`src/rtl/serial_byte_collector_if.sv`:
```
// serial_byte_collector_if: serial-in / byte-out bus between feeder logic and the collector
interface serial_byte_collector_if;
  logic ser_in;
  logic ser_valid;
  logic ack;
  logic abort;
  logic clr_flags;
  logic [7:0] data;
  logic [2:0] sel;
  logic byte_valid;
  logic [2:0] bit_cnt;
  logic overrun;
  logic frame_err;
  modport master (
    output ser_in, ser_valid, ack, abort, clr_flags,
    input  data, sel, byte_valid, bit_cnt, overrun, frame_err
  );
  modport slave (
    input  ser_in, ser_valid, ack, abort, clr_flags,
    output data, sel, byte_valid, bit_cnt, overrun, frame_err
  );
endinterface

```
`src/rtl/serial_byte_collector.sv`:
```
// serial_byte_collector: assembles strobed serial bits into a byte and opens the AND gate only while a full byte is held
module serial_byte_collector #(
  parameter bit LSB_FIRST = 1'b1,
  parameter int TIMEOUT   = 16
) (
  input logic clk,
  input logic rst,
  serial_byte_collector_if.slave bus
);
  typedef enum logic [1:0] {IDLE, SHIFT, HOLD} state_t;
  localparam logic [7:0] TO = 8'(TIMEOUT);
  state_t state, state_n;
  logic [7:0] data, data_n, idle, idle_n, shifted, first;
  logic [2:0] cnt, cnt_n;
  logic ovr, ovr_n, ferr, ferr_n, timeout;
  assign shifted = LSB_FIRST ? {bus.ser_in, data[7:1]} : {data[6:0], bus.ser_in};
  assign first   = LSB_FIRST ? {bus.ser_in, 7'b0} : {7'b0, bus.ser_in};
  assign timeout = (TO != 8'd0) && (idle + 8'd1 == TO);
  always_ff @(posedge clk) begin
    if (rst) begin
      state <= IDLE;
      data  <= '0;
      idle  <= '0;
      cnt   <= '0;
      ovr   <= 1'b0;
      ferr  <= 1'b0;
    end else begin
      state <= state_n;
      data  <= data_n;
      idle  <= idle_n;
      cnt   <= cnt_n;
      ovr   <= ovr_n;
      ferr  <= ferr_n;
    end
  end
  // A new overrun in the same edge as clr_flags must win, so it is applied after the clear
  always_comb begin
    state_n = state;
    data_n  = data;
    idle_n  = idle;
    cnt_n   = cnt;
    ferr_n  = 1'b0;
    ovr_n   = bus.clr_flags ? 1'b0 : ovr;
    if (bus.abort) begin
      state_n = IDLE;
      data_n  = '0;
      idle_n  = '0;
      cnt_n   = '0;
    end else begin
      case (state)
        IDLE: if (bus.ser_valid) begin
          state_n = SHIFT;
          data_n  = first;
          cnt_n   = 3'd1;
          idle_n  = '0;
        end
        SHIFT: if (bus.ser_valid) begin
          data_n  = shifted;
          cnt_n   = cnt + 3'd1;
          idle_n  = '0;
          state_n = (cnt == 3'd7) ? HOLD : SHIFT;
        end else if (timeout) begin
          state_n = IDLE;
          data_n  = '0;
          cnt_n   = '0;
          idle_n  = '0;
          ferr_n  = 1'b1;
        end else begin
          idle_n  = idle + 8'd1;
        end
        default: if (bus.ack) begin
          state_n = bus.ser_valid ? SHIFT : IDLE;
          data_n  = bus.ser_valid ? first : 8'h00;
          cnt_n   = bus.ser_valid ? 3'd1 : 3'd0;
        end else if (bus.ser_valid) begin
          ovr_n   = 1'b1;
        end
      endcase
    end
  end
  always_comb begin
    bus.data       = data;
    bus.sel        = (state == HOLD) ? 3'b111 : 3'b000;
    bus.byte_valid = (state == HOLD);
    bus.bit_cnt    = cnt;
    bus.overrun    = ovr;
    bus.frame_err  = ferr;
  end
endmodule

```
`src/flat_wrapper.sv`:
```
// flat-port wrapper written by rule: the top's interface ports become plain ports
module serial_byte_collector_flat 
#(
  parameter bit LSB_FIRST = 1'b1,
  parameter int TIMEOUT   = 16
)
  (clk, rst, bus_ser_in, bus_ser_valid, bus_ack, bus_abort, bus_clr_flags, bus_data, bus_sel, bus_byte_valid, bus_bit_cnt, bus_overrun, bus_frame_err);
  serial_byte_collector_if bus_i ();
  input logic clk;
  input logic rst;
  input wire logic [$bits(bus_i.ser_in)-1:0] bus_ser_in;
  input wire logic [$bits(bus_i.ser_valid)-1:0] bus_ser_valid;
  input wire logic [$bits(bus_i.ack)-1:0] bus_ack;
  input wire logic [$bits(bus_i.abort)-1:0] bus_abort;
  input wire logic [$bits(bus_i.clr_flags)-1:0] bus_clr_flags;
  output wire logic [$bits(bus_i.data)-1:0] bus_data;
  output wire logic [$bits(bus_i.sel)-1:0] bus_sel;
  output wire logic [$bits(bus_i.byte_valid)-1:0] bus_byte_valid;
  output wire logic [$bits(bus_i.bit_cnt)-1:0] bus_bit_cnt;
  output wire logic [$bits(bus_i.overrun)-1:0] bus_overrun;
  output wire logic [$bits(bus_i.frame_err)-1:0] bus_frame_err;
  assign bus_i.ser_in = bus_ser_in;
  assign bus_i.ser_valid = bus_ser_valid;
  assign bus_i.ack = bus_ack;
  assign bus_i.abort = bus_abort;
  assign bus_i.clr_flags = bus_clr_flags;
  assign bus_data = bus_i.data;
  assign bus_sel = bus_i.sel;
  assign bus_byte_valid = bus_i.byte_valid;
  assign bus_bit_cnt = bus_i.bit_cnt;
  assign bus_overrun = bus_i.overrun;
  assign bus_frame_err = bus_i.frame_err;
  serial_byte_collector #(.LSB_FIRST(LSB_FIRST), .TIMEOUT(TIMEOUT)) u_core (.clk(clk), .rst(rst), .bus(bus_i));
endmodule
```
`config.mk`:
```
export PLATFORM = sky130hd
export DESIGN_NAME = serial_byte_collector_flat
export DESIGN_NICKNAME = d
export VERILOG_FILES = /design/src/rtl/serial_byte_collector_if.sv /design/src/rtl/serial_byte_collector.sv /design/src/flat_wrapper.sv
export SDC_FILE = /design/constraint.sdc
export NUM_CORES = 1
export LEC_CHECK = 0
export CAP_MARGIN = 0
export CORE_UTILIZATION = 60
export DETAILED_ROUTE_END_ITERATION = 12
export DONT_BUFFER_PORTS = 1
export HOLD_SLACK_MARGIN = 0.15
export PLACE_DENSITY = 0.75
export REMOVE_ABC_BUFFERS = 1
export SYNTH_ARGS = -nofsm -noshare
export SYNTH_HDL_FRONTEND = slang
export SYNTH_SLANG_ARGS = --single-unit
```
`constraint.sdc`:
```
create_clock -name clk -period 3.7 [get_ports clk]
set_input_delay 0.74 -clock clk [delete_from_list [all_inputs] [get_ports clk]]
set_output_delay 0.74 -clock clk [all_outputs]
set_load 0.1 [all_outputs]
```
==> results of run 1 <==
-- through the flow --
step	worst slack [ns]	cells	hold slack (ns)
2_1_floorplan	0.183	141	0.486
5_1_grt	1.15	174	0.460
4_1_cts	1.22	174	0.473
3_3_place_gp	1.59	170	0.514
3_5_place_dp	1.47	170	0.532
6_report	1.22	174	0.474
-- registers in the layout (all words and copies together) (netlist names) --
| name | flops |
|---|---|
| u_core.idle | 8 |
| u_core.bus.frame_err | 1 |
| u_core.bus.data | 8 |
| u_core.bus.overrun | 1 |
| u_core.state | 2 |
| u_core.bus.bit_cnt | 3 |
-- report_power, final --
part / internal (mW) / total, mW / leakage [nW] / switching [mW]
clock network: 0.0405 / 0.120 / 0.0177 / 0.0794
logic: 0.00687 / 0.0236 / 0.280 / 0.0167
registers: 0.249 / 0.254 / 0.186 / 0.00464
total: 0.297 / 0.397 / 0.483 / 0.101
-- cell type report --
class | instances | area share, %
Timing Repair Buffer | 2 | 2.73
Sequential cell | 23 | 35.9
Multi-Input combinational cell | 116 | 55.9
Clock inverter | 1 | 0.390
Tap cell | 27 | 2.63
Inverter | 2 | 0.682
Clock buffer | 3 | 1.75
-- cell usage in the layout (no fill, tap or decap), types with 3 or more instances in the layout --
cell / count
a21oi_1: 11
and3_1: 4
nand3b_1: 4
dfxtp_1: 23
o21ai_1: 5
nand2b_1: 5
ha_1: 4
a31oi_1: 3
nor2_1: 16
clkbuf_4: 3
nand2_1: 23
o21ai_2: 9
a31o_1: 3
-- worst max-delay path, cell delays in order (launching register included) --
cell and delay (ns):
dfxtp_1 0.47, nand2b_1 0.18, clkinv_2 0.37, buf_16 0.40
-- worst paths after layout --
| kind | start | end | slack [ns] |
|---|---|---|---|
| setup / recovery | u_core.state[0] | bus_sel[0] | 1.22 |
| hold / removal | rst | u_core.bus.overrun | 0.47 |
| setup reg to reg | u_core.idle[0] | u_core.bus.data[4] | 1.65 |
| hold reg to reg | u_core.idle[7] | u_core.idle[7] | 0.55 |
-- routing by layer --
layer | share of wire (%) | up-vias | track usage, %
li1 | - | 531 | -
met1 | 44 | 521 | 29.9
met2 | 51 | 21 | 43.3
met3 | 3.9 | 3 | 5.28
met4 | 0.77 | 0 | 5.00
met5 | 0 | - | 0
-- kinds of logic (layout without fill, tap and decap cells) --
kind of cell / after synthesis / count (layout)
xor+xnor: 1 / 1
fa+ha+maj: 4 / 4
flops: 23 / 23
compound gates: 45 / 45
simple gates: 66 / 66
buf+inv: 10 / 8
==> impl_metrics.json, run 1 <==
{
  "status": "completed",
  "hold_viol": 0,
  "synth-compound-area-share_pct": 25.7,
  "post-route-drc-count": 0,
  "required_ns": 2.96,
  "critPathMaxFanout": 7,
  "max_cap_viol_count": 0,
  "fill_cells": 182,
  "grt_pass1_wl_mm": 3.90,
  "pin_count": 24,
  "synth_top_family_by_area": "simple AND/OR/NAND/NOR gates",
  "synth_edf_count": 0,
  "r2r_cells": 6,
  "rsz0062_at_grt": "no",
  "vias": 1076,
  "drive_gt1_share_pct": 13.6,
  "wl_per_cell_um": 14.9,
  "diodes": 0,
  "yosys.area.top_type": "dfxtp_1",
  "clk_pin_slew_ns": 0.13,
  "yosys.area.top_type_share_pct": 37.0,
  "post_synth_fa_ha_maj_area_fraction_pct": 4.02,
  "cts.sinks": 23,
  "leakage_nw": 0.483,
  "grt_pass1_vias": 941,
  "fin_area_um2": 1280,
  "setup_viol": 0,
  "seq_area_um2": 460,
  "power_mw": 0.397,
  "rows": 16,
  "drt-initial-drc-count": 23,
  "cts_made_buffers": 3,
  "final_util_pct": 65.4,
  "synth.area.mux_share_pct": 0,
  "worst_pin_slew_ns": 1.02,
  "core_area_um2": 1960,
  "grt_max_degree": 15,
  "syn_area_um2": 1240,
  "antenna_found_initial": 0,
  "fin_nets": 159,
  "h-tree-depth": 1,
  "root_buffer": "clkbuf_4",
  "power.density_nw_per_um2": 309,
  "place.gp.congestion": 0.781,
  "post_cts_buffers": 0,
  "cts_tree": "built",
  "crit_type": "flip-flop to output pin",
  "skew_ns": 0.00878,
  "syn_avg_cell_area_um2": 8.36,
  "areaGrowthSynthToFinish_pct": 3.12,
  "netlist_instances": 149,
  "synthFlopType": "dfxtp_1",
  "critPathCaptureType": "output pin",
  "vias_per_cell": 6.18,
  "synth_seq_area_share_pct": 37.0,
  "ir_worst_vdd_mv": 0.266,
  "fmax_ghz": 0.403,
  "cts.hold.buffers_added": 0,
  "yosysWarnings": 0,
  "die-area_um2": 2260,
  "clock_latency_ns": 0.32,
  "dp_hpwl_mm": 1.96,
  "arrival_ns": 1.74,
  "synth.distinct_cells": 39,
  "synth.area.top_cells": "dfxtp_1 37%, nand2_1 6.9%, o21ai_2 6.3%",
  "ys_ff_latch": 23,
  "cts_resized": 0,
  "layout_min_cycle_time_ns": 2.48,
  "slew_viol_final": 0,
  "grt_overflow": 0,
  "multiInputGateArea_um2": 718,
  "async_reset_ff_share_pct": 0,
  "hp-class": "input port to flip-flop",
  "die_x_um": 47.6,
  "min_path_cells": 1,
  "io_buffers": 0,
  "wl_mm": 2.59,
  "initial_core_util_pct": 63.5,
  "cts.path.max_buffers": 2,
  "place_area_um2": 1260,
  "finalSetupTns_ns": 0,
  "synth_xor_xnor_area_share_pct": 0.704,
  "max-slew-margin-rel_pct": 31.6,
  "synthTopCellsByCount": "23 x dfxtp_1, 23 x nand2_1, 16 x nor2_1",
  "die_h_um": 47.6,
  "start_kind": "flip-flop",
  "period_share_pct": 67.1,
  "track_usage_pct": 24.2,
  "synth_simple_gate_area_share_pct": 27.2,
  "first_pass_iters": 4,
  "ant_nets": 0
}
No activity file was read; power rests on OpenSTA's default activity.
==> inputs of run 2 (changes only) <==
==> constraint.sdc (replaced) <==
create_clock -name clk -period 2.4 [get_ports clk]
set_input_delay 0.48 -clock clk [delete_from_list [all_inputs] [get_ports clk]]
set_output_delay 0.48 -clock clk [all_outputs]
set_load 0.1 [all_outputs]
==> run 2 against run 1 <==
Effect of this change: sequential share of layout area is 2.7 points lower; clock skew decreased by 0.0062 ns; hold slack lost 0.26 ns; highest routed layer unchanged; routed wire length fell by 1.4%; register-to-register slack got worse by 1.2 ns; cell count grew 8.0%; final area is 8.1% higher; critical path depth up 3; largest power group unchanged; die area unchanged; utilization grew 5.3 points; clock power increased by 49%.
==> impl_metrics.json, run 2 (synthesis results as in run 1) <==
{
  "skew_ns": 0.00257,
  "critPathCaptureType": "flip-flop",
  "worstHoldEndpoint": "u_core.bus.overrun",
  "power.density_nw_per_um2": 438,
  "io_buffers": 0,
  "cts_tree": "built",
  "fmax_ghz": 0.511,
  "initial_core_util_pct": 63.5,
  "wl_per_cell_um": 13.6,
  "wl_mm": 2.55,
  "post_cts_buffers": 0,
  "critPathMaxFanout": 9,
  "finalSetupTns_ns": 0,
  "r2r-start": "u_core.idle[0]",
  "hold_viol": 0,
  "grt_max_degree": 13,
  "slew_viol_final": 0,
  "vias_per_cell": 5.99,
  "root_buffer": "clkbuf_4",
  "leakage_nw": 0.556,
  "drive_gt1_share_pct": 20.5,
  "grt_pass1_vias": 883,
  "slowest_stage": "dfxtp_1",
  "place.gp.congestion": 0.833,
  "layout_min_cycle_time_ns": 1.96,
  "hp-class": "input port to flip-flop",
  "required_ns": 2.62,
  "track_usage_pct": 24.7,
  "fill_cells": 173,
  "grt_pass1_wl_mm": 3.82,
  "pin_count": 24,
  "hold_start": "rst",
  "arrival_ns": 2.17,
  "rows": 16,
  "min_path_cells": 1,
  "areaGrowthSynthToFinish_pct": 11.5,
  "cts_made_buffers": 3,
  "cts_resized": 0,
  "dp_hpwl_mm": 1.95,
  "ant_nets": 0,
  "h-tree-depth": 1,
  "fin_nets": 173,
  "die-area_um2": 2260,
  "crit_type": "flip-flop to flip-flop",
  "max-slew-margin-rel_pct": 49.4,
  "status": "completed",
  "die_h_um": 47.6,
  "antenna_found_initial": 0,
  "start_kind": "flip-flop",
  "cts.sinks": 23,
  "diodes": 0,
  "worst_pin_slew_ns": 0.757,
  "final_util_pct": 70.7,
  "cp_slowest_stage_delay_ns": 0.49,
  "r2r_cells": 6,
  "clk_pin_slew_ns": 0.12,
  "critPathBufInv": 0,
  "crit_family": "simple AND/OR/NAND/NOR gates",
  "grt_overflow": 0,
  "max_cap_viol_count": 0,
  "rsz0062_at_grt": "no",
  "r2r_end": "u_core.bus.data[3]",
  "post-route-drc-count": 0,
  "period_share_pct": 81.6,
  "drt-initial-drc-count": 14,
  "cts.path.max_buffers": 2,
  "crit_chain": "ha_1 > or3b_1 > a21oi_2 > o211a_1 > and4_4 > o21ai_2",
  "core_area_um2": 1960,
  "cts.hold.buffers_added": 0,
  "clock_latency_ns": 0.31,
  "setup_viol": 0,
  "ir_worst_vdd_mv": 0.338,
  "vias": 1126,
  "final_cell_mix": "23 x nand2_1, 23 x dfxtp_1, 16 x nor2_1",
  "reg2reg_slack_ns": 0.44,
  "first_pass_iters": 4,
  "die_x_um": 47.6
}
-- run 2: changes by cell type in the layout (fill, tap and decap cells not counted) --
cell	before	now
clkinv_2	2	1
clkbuf_1	0	1
buf_4	1	15
-- run 2: how the worst max path moves through the flow --
stage	slack (ns)	end	depth (start not counted)	from
global placement	0.52	u_core.bus.data[0]	6	u_core.idle[0]
finish	0.44	u_core.bus.data[3]	6	u_core.idle[0]
CTS	0.44	u_core.bus.data[3]	6	u_core.idle[0]
detailed placement	0.46	u_core.bus.data[3]	6	u_core.idle[0]
floorplan	-0.86	bus_byte_valid	2	u_core.state[0]
global route	0.35	u_core.bus.bit_cnt[2]	6	u_core.idle[0]
-- run 2: report_power, final --
part,switching (mW),internal [mW]
combinational,0.0298,0.0123
sequential,0.00328,0.384
clock,0.114,0.0651
-- run 2: cell type report --
class | instances | area, um2 | share of cell area [%]
multi-input combinational | 116 | 718 | 51.8
sequential | 23 | 460 | 33.2
timing repair buffer | 16 | 140 | 10.1
tap | 27 | 33.8 | 2.43
clock buffer | 4 | 26.3 | 1.89
inverter | 2 | 8.76 | 0.631
-- run 2: layer usage --
metal  share of wire [%]  global-route usage, %
met1                  44                   31.1
met3                 3.0                   4.53
met4                 2.6                   11.7
met5                   0                      0
met2                  50                   41.1
-- run 2: per-stage QoR --
step	worst slack (ns)	cells	hold WS [ns]	area, um2	power, mW
after floorplan	-0.857	141	0.486	1190	0.427
after global placement	0.518	184	0.463	1360	0.437
after detailed placement	0.457	184	0.485	1360	0.438
after CTS	0.442	188	0.206	1390	0.616
after global routing	0.347	188	0.190	1390	0.635
final	0.442	188	0.211	1390	0.608
==> inputs of run 3 (changes only) <==
--- a/config.mk
+++ b/config.mk
@@ -6,11 +6,11 @@
 export NUM_CORES = 1
 export LEC_CHECK = 0
 export CAP_MARGIN = 0
-export CORE_UTILIZATION = 60
+export CORE_UTILIZATION = 55
 export DETAILED_ROUTE_END_ITERATION = 12
 export DONT_BUFFER_PORTS = 1
 export HOLD_SLACK_MARGIN = 0.15
-export PLACE_DENSITY = 0.75
+export PLACE_DENSITY = 0.72
 export REMOVE_ABC_BUFFERS = 1
 export SYNTH_ARGS = -nofsm -noshare
 export SYNTH_HDL_FRONTEND = slang
==> constraint.sdc (replaced) <==
create_clock -name clk -period 1.6 [get_ports clk]
set_input_delay 0.32 -clock clk [delete_from_list [all_inputs] [get_ports clk]]
set_output_delay 0.32 -clock clk [all_outputs]
set_load 0.1 [all_outputs]
==> run 3 against run 2 <==
Effect of this change: critical path type unchanged; clock skew grew 0.0031 ns; first-iteration DRC count increased to 2.9 times the previous value; the run now ends with setup timing left; fmax increased by 14%; die area increased by 8.7%.
==> impl_metrics.json, run 3 (synthesis results as in run 1) <==
{
  "status": "complete, but fails checks",
  "violations": "setup timing",
  "grt_max_degree": 14,
  "final_cell_mix": "31 x buf_4, 23 x nand2_1, 19 x dfxtp_1",
  "critPathMaxFanout": 3,
  "die_x_um": 49.6,
  "core_area_um2": 2040,
  "diodes": 0,
  "cp_slowest_stage_delay_ns": 0.38,
  "antenna_found_initial": 0,
  "grt_overflow": 0,
  "grt_pass1_wl_mm": 5.51,
  "holdWs_ns": 0.168,
  "post-route-drc-count": 0,
  "cts_tree": "built",
  "fin_area_um2": 1680,
  "cts.sinks": 23,
  "hold_start": "bus_abort",
  "r2r-start": "u_core.idle[1]",
  "hold_viol": 0,
  "start_kind": "flip-flop",
  "layout_min_cycle_time_ns": 1.71,
  "grt_pass1_vias": 1213,
  "critPathBufInv": 1,
  "areaGrowthSynthToFinish_pct": 34.9,
  "vias_per_cell": 6.17,
  "final_common_cell": "buf_4",
  "fmax_ghz": 0.584,
  "track_usage_pct": 30.1,
  "rsz0062_at_grt": "yes",
  "cts.path.max_buffers": 2,
  "root_buffer": "clkbuf_4",
  "rows": 16,
  "crit_chain": "ha_4 > or3b_1 > a21oi_2 > o211a_1 > buf_6 > a22oi_2 > a31o_1",
  "startpoint": "u_core.idle[1]",
  "pin_count": 24,
  "clk_pin_slew_ns": 0.14,
  "worst_pin_slew_ns": 0.337,
  "slowest_stage": "dfxtp_2",
  "ir_worst_vdd_mv": 0.605,
  "vias": 1301,
  "first_pass_iters": 5,
  "internal_power_mw": 0.701,
  "final_util_pct": 82.2,
  "setup_viol": 15,
  "hp-class": "input port to flip-flop",
  "setup_ws_ns": -0.111,
  "leakage_nw": 0.681,
  "clock_latency_ns": 0.32,
  "max_cap_viol_count": 0,
  "initial_core_util_pct": 61.0,
  "fill_cells": 138,
  "skew_ns": 0.00571,
  "crit_family": "compound AO/OA/AOI/OAI gates",
  "switchingPower_mw": 0.252,
  "cts_made_buffers": 3,
  "die-area_um2": 2460,
  "h-tree-depth": 1,
  "pre_cts_slack_ns": -0.167,
  "wl_mm": 3.50,
  "slew_viol_final": 0,
  "drive_gt1_share_pct": 37.0,
  "required_ns": 1.83,
  "fin_nets": 196,
  "max-slew-margin-rel_pct": 77.5,
  "drt-initial-drc-count": 40,
  "wl_per_cell_um": 16.6,
  "combinationalPowerShare_pct": 8.8,
  "io_buffers": 0,
  "seqPwrFrac_pct": 60.9,
  "ant_nets": 0,
  "place.gp.congestion": 0.835,
  "sw_frac_of_total_pct": 26.4,
  "arrival_ns": 1.94,
  "clockPowerShare_pct": 30.3,
  "die_h_um": 49.6,
  "power.density_nw_per_um2": 567,
  "critPathCaptureType": "flip-flop",
  "crit_type": "flip-flop to flip-flop",
  "place_area_um2": 1500,
  "period_share_pct": 107,
  "dp_hpwl_mm": 2.23,
  "power_mw": 0.953
}
==> run 3: cell types whose count changed in the layout (fill, tap and decap cells not counted), moves of 2 or more <==
cell / delta
dlygate4sd3_1: +2
buf_4: +16
dfxtp_1: -4
and3_4: +3
dfxtp_2: +4
and3_1: -3
buf_6: +4
==> run 3: final cells by class <==
type | count | area, um2 | share of cell area (%)
clock inverters | 1 | 5.00 | 0.298
well taps | 27 | 33.8 | 2.01
clock buffers | 3 | 22.5 | 1.34
flip-flops and latches | 23 | 465 | 27.7
multi-input cells | 117 | 815 | 48.5
repair buffers | 38 | 325 | 19.4
inverters | 2 | 12.5 | 0.745
==> run 3: power groups by stage <==
| stage | sequential, mW | combinational (mW) | clock [mW] |
|---|---|---|---|
| finish | 0.581 | 0.0840 | 0.288 |
| floorplan | 0.609 | 0.0319 | 0 |
| CTS | 0.580 | 0.0792 | 0.286 |
| detailed placement | 0.593 | 0.0730 | 0 |
| global placement | 0.592 | 0.0718 | 0 |
| global route | 0.581 | 0.0895 | 0.308 |
==> run 3: timing repair <==
item,4_1_cts,5_1_grt
cloned,1,0
hold buffers,2,0
endpoints found under the hold margin,1,0
gates resized for setup,19,3
pin swaps,16,2
buffers inserted,1,1
setup endpoints to repair,18,18
==> run 3: worst register-to-register path: cells and delay by family (launching register included) <==
kind,cells,cell delay (ns)
AOI/OAI and AO/OA,4,0.61
and+or+nand+nor,1,0.36
buffers and inverters,1,0.12
adders and majority gates,1,0.14
DFF,1,0.38
==> run 3: worst paths after layout <==
| path | slack, ns | depth (start not counted) | end |
|---|---|---|---|
| hold reg to reg | 0.50 | 2 | u_core.bus.data[4] |
| setup / recovery | -0.11 | 7 | u_core.idle[4] |
| hold / removal | 0.17 | 2 | u_core.bus.overrun |
| setup reg to reg | -0.11 | 7 | u_core.idle[4] |
==> run 3: metrics by stage <==
stage	std cells	TNS (ns)
floorplan	141	-8.42
global placement	203	-1.04
detailed placement	203	-1.76
CTS	210	-0.678
global route	211	-1.57
finish	211	-1.14
==> run 3: routing by layer <==
| layer | track usage [%] | routed length [um] |
|---|---|---|
| met1 | 34.7 | 1330 |
| met2 | 54.5 | 1810 |
| met3 | 5.56 | 251 |
| met4 | 11.0 | 104 |
| met5 | 0 | 0 |
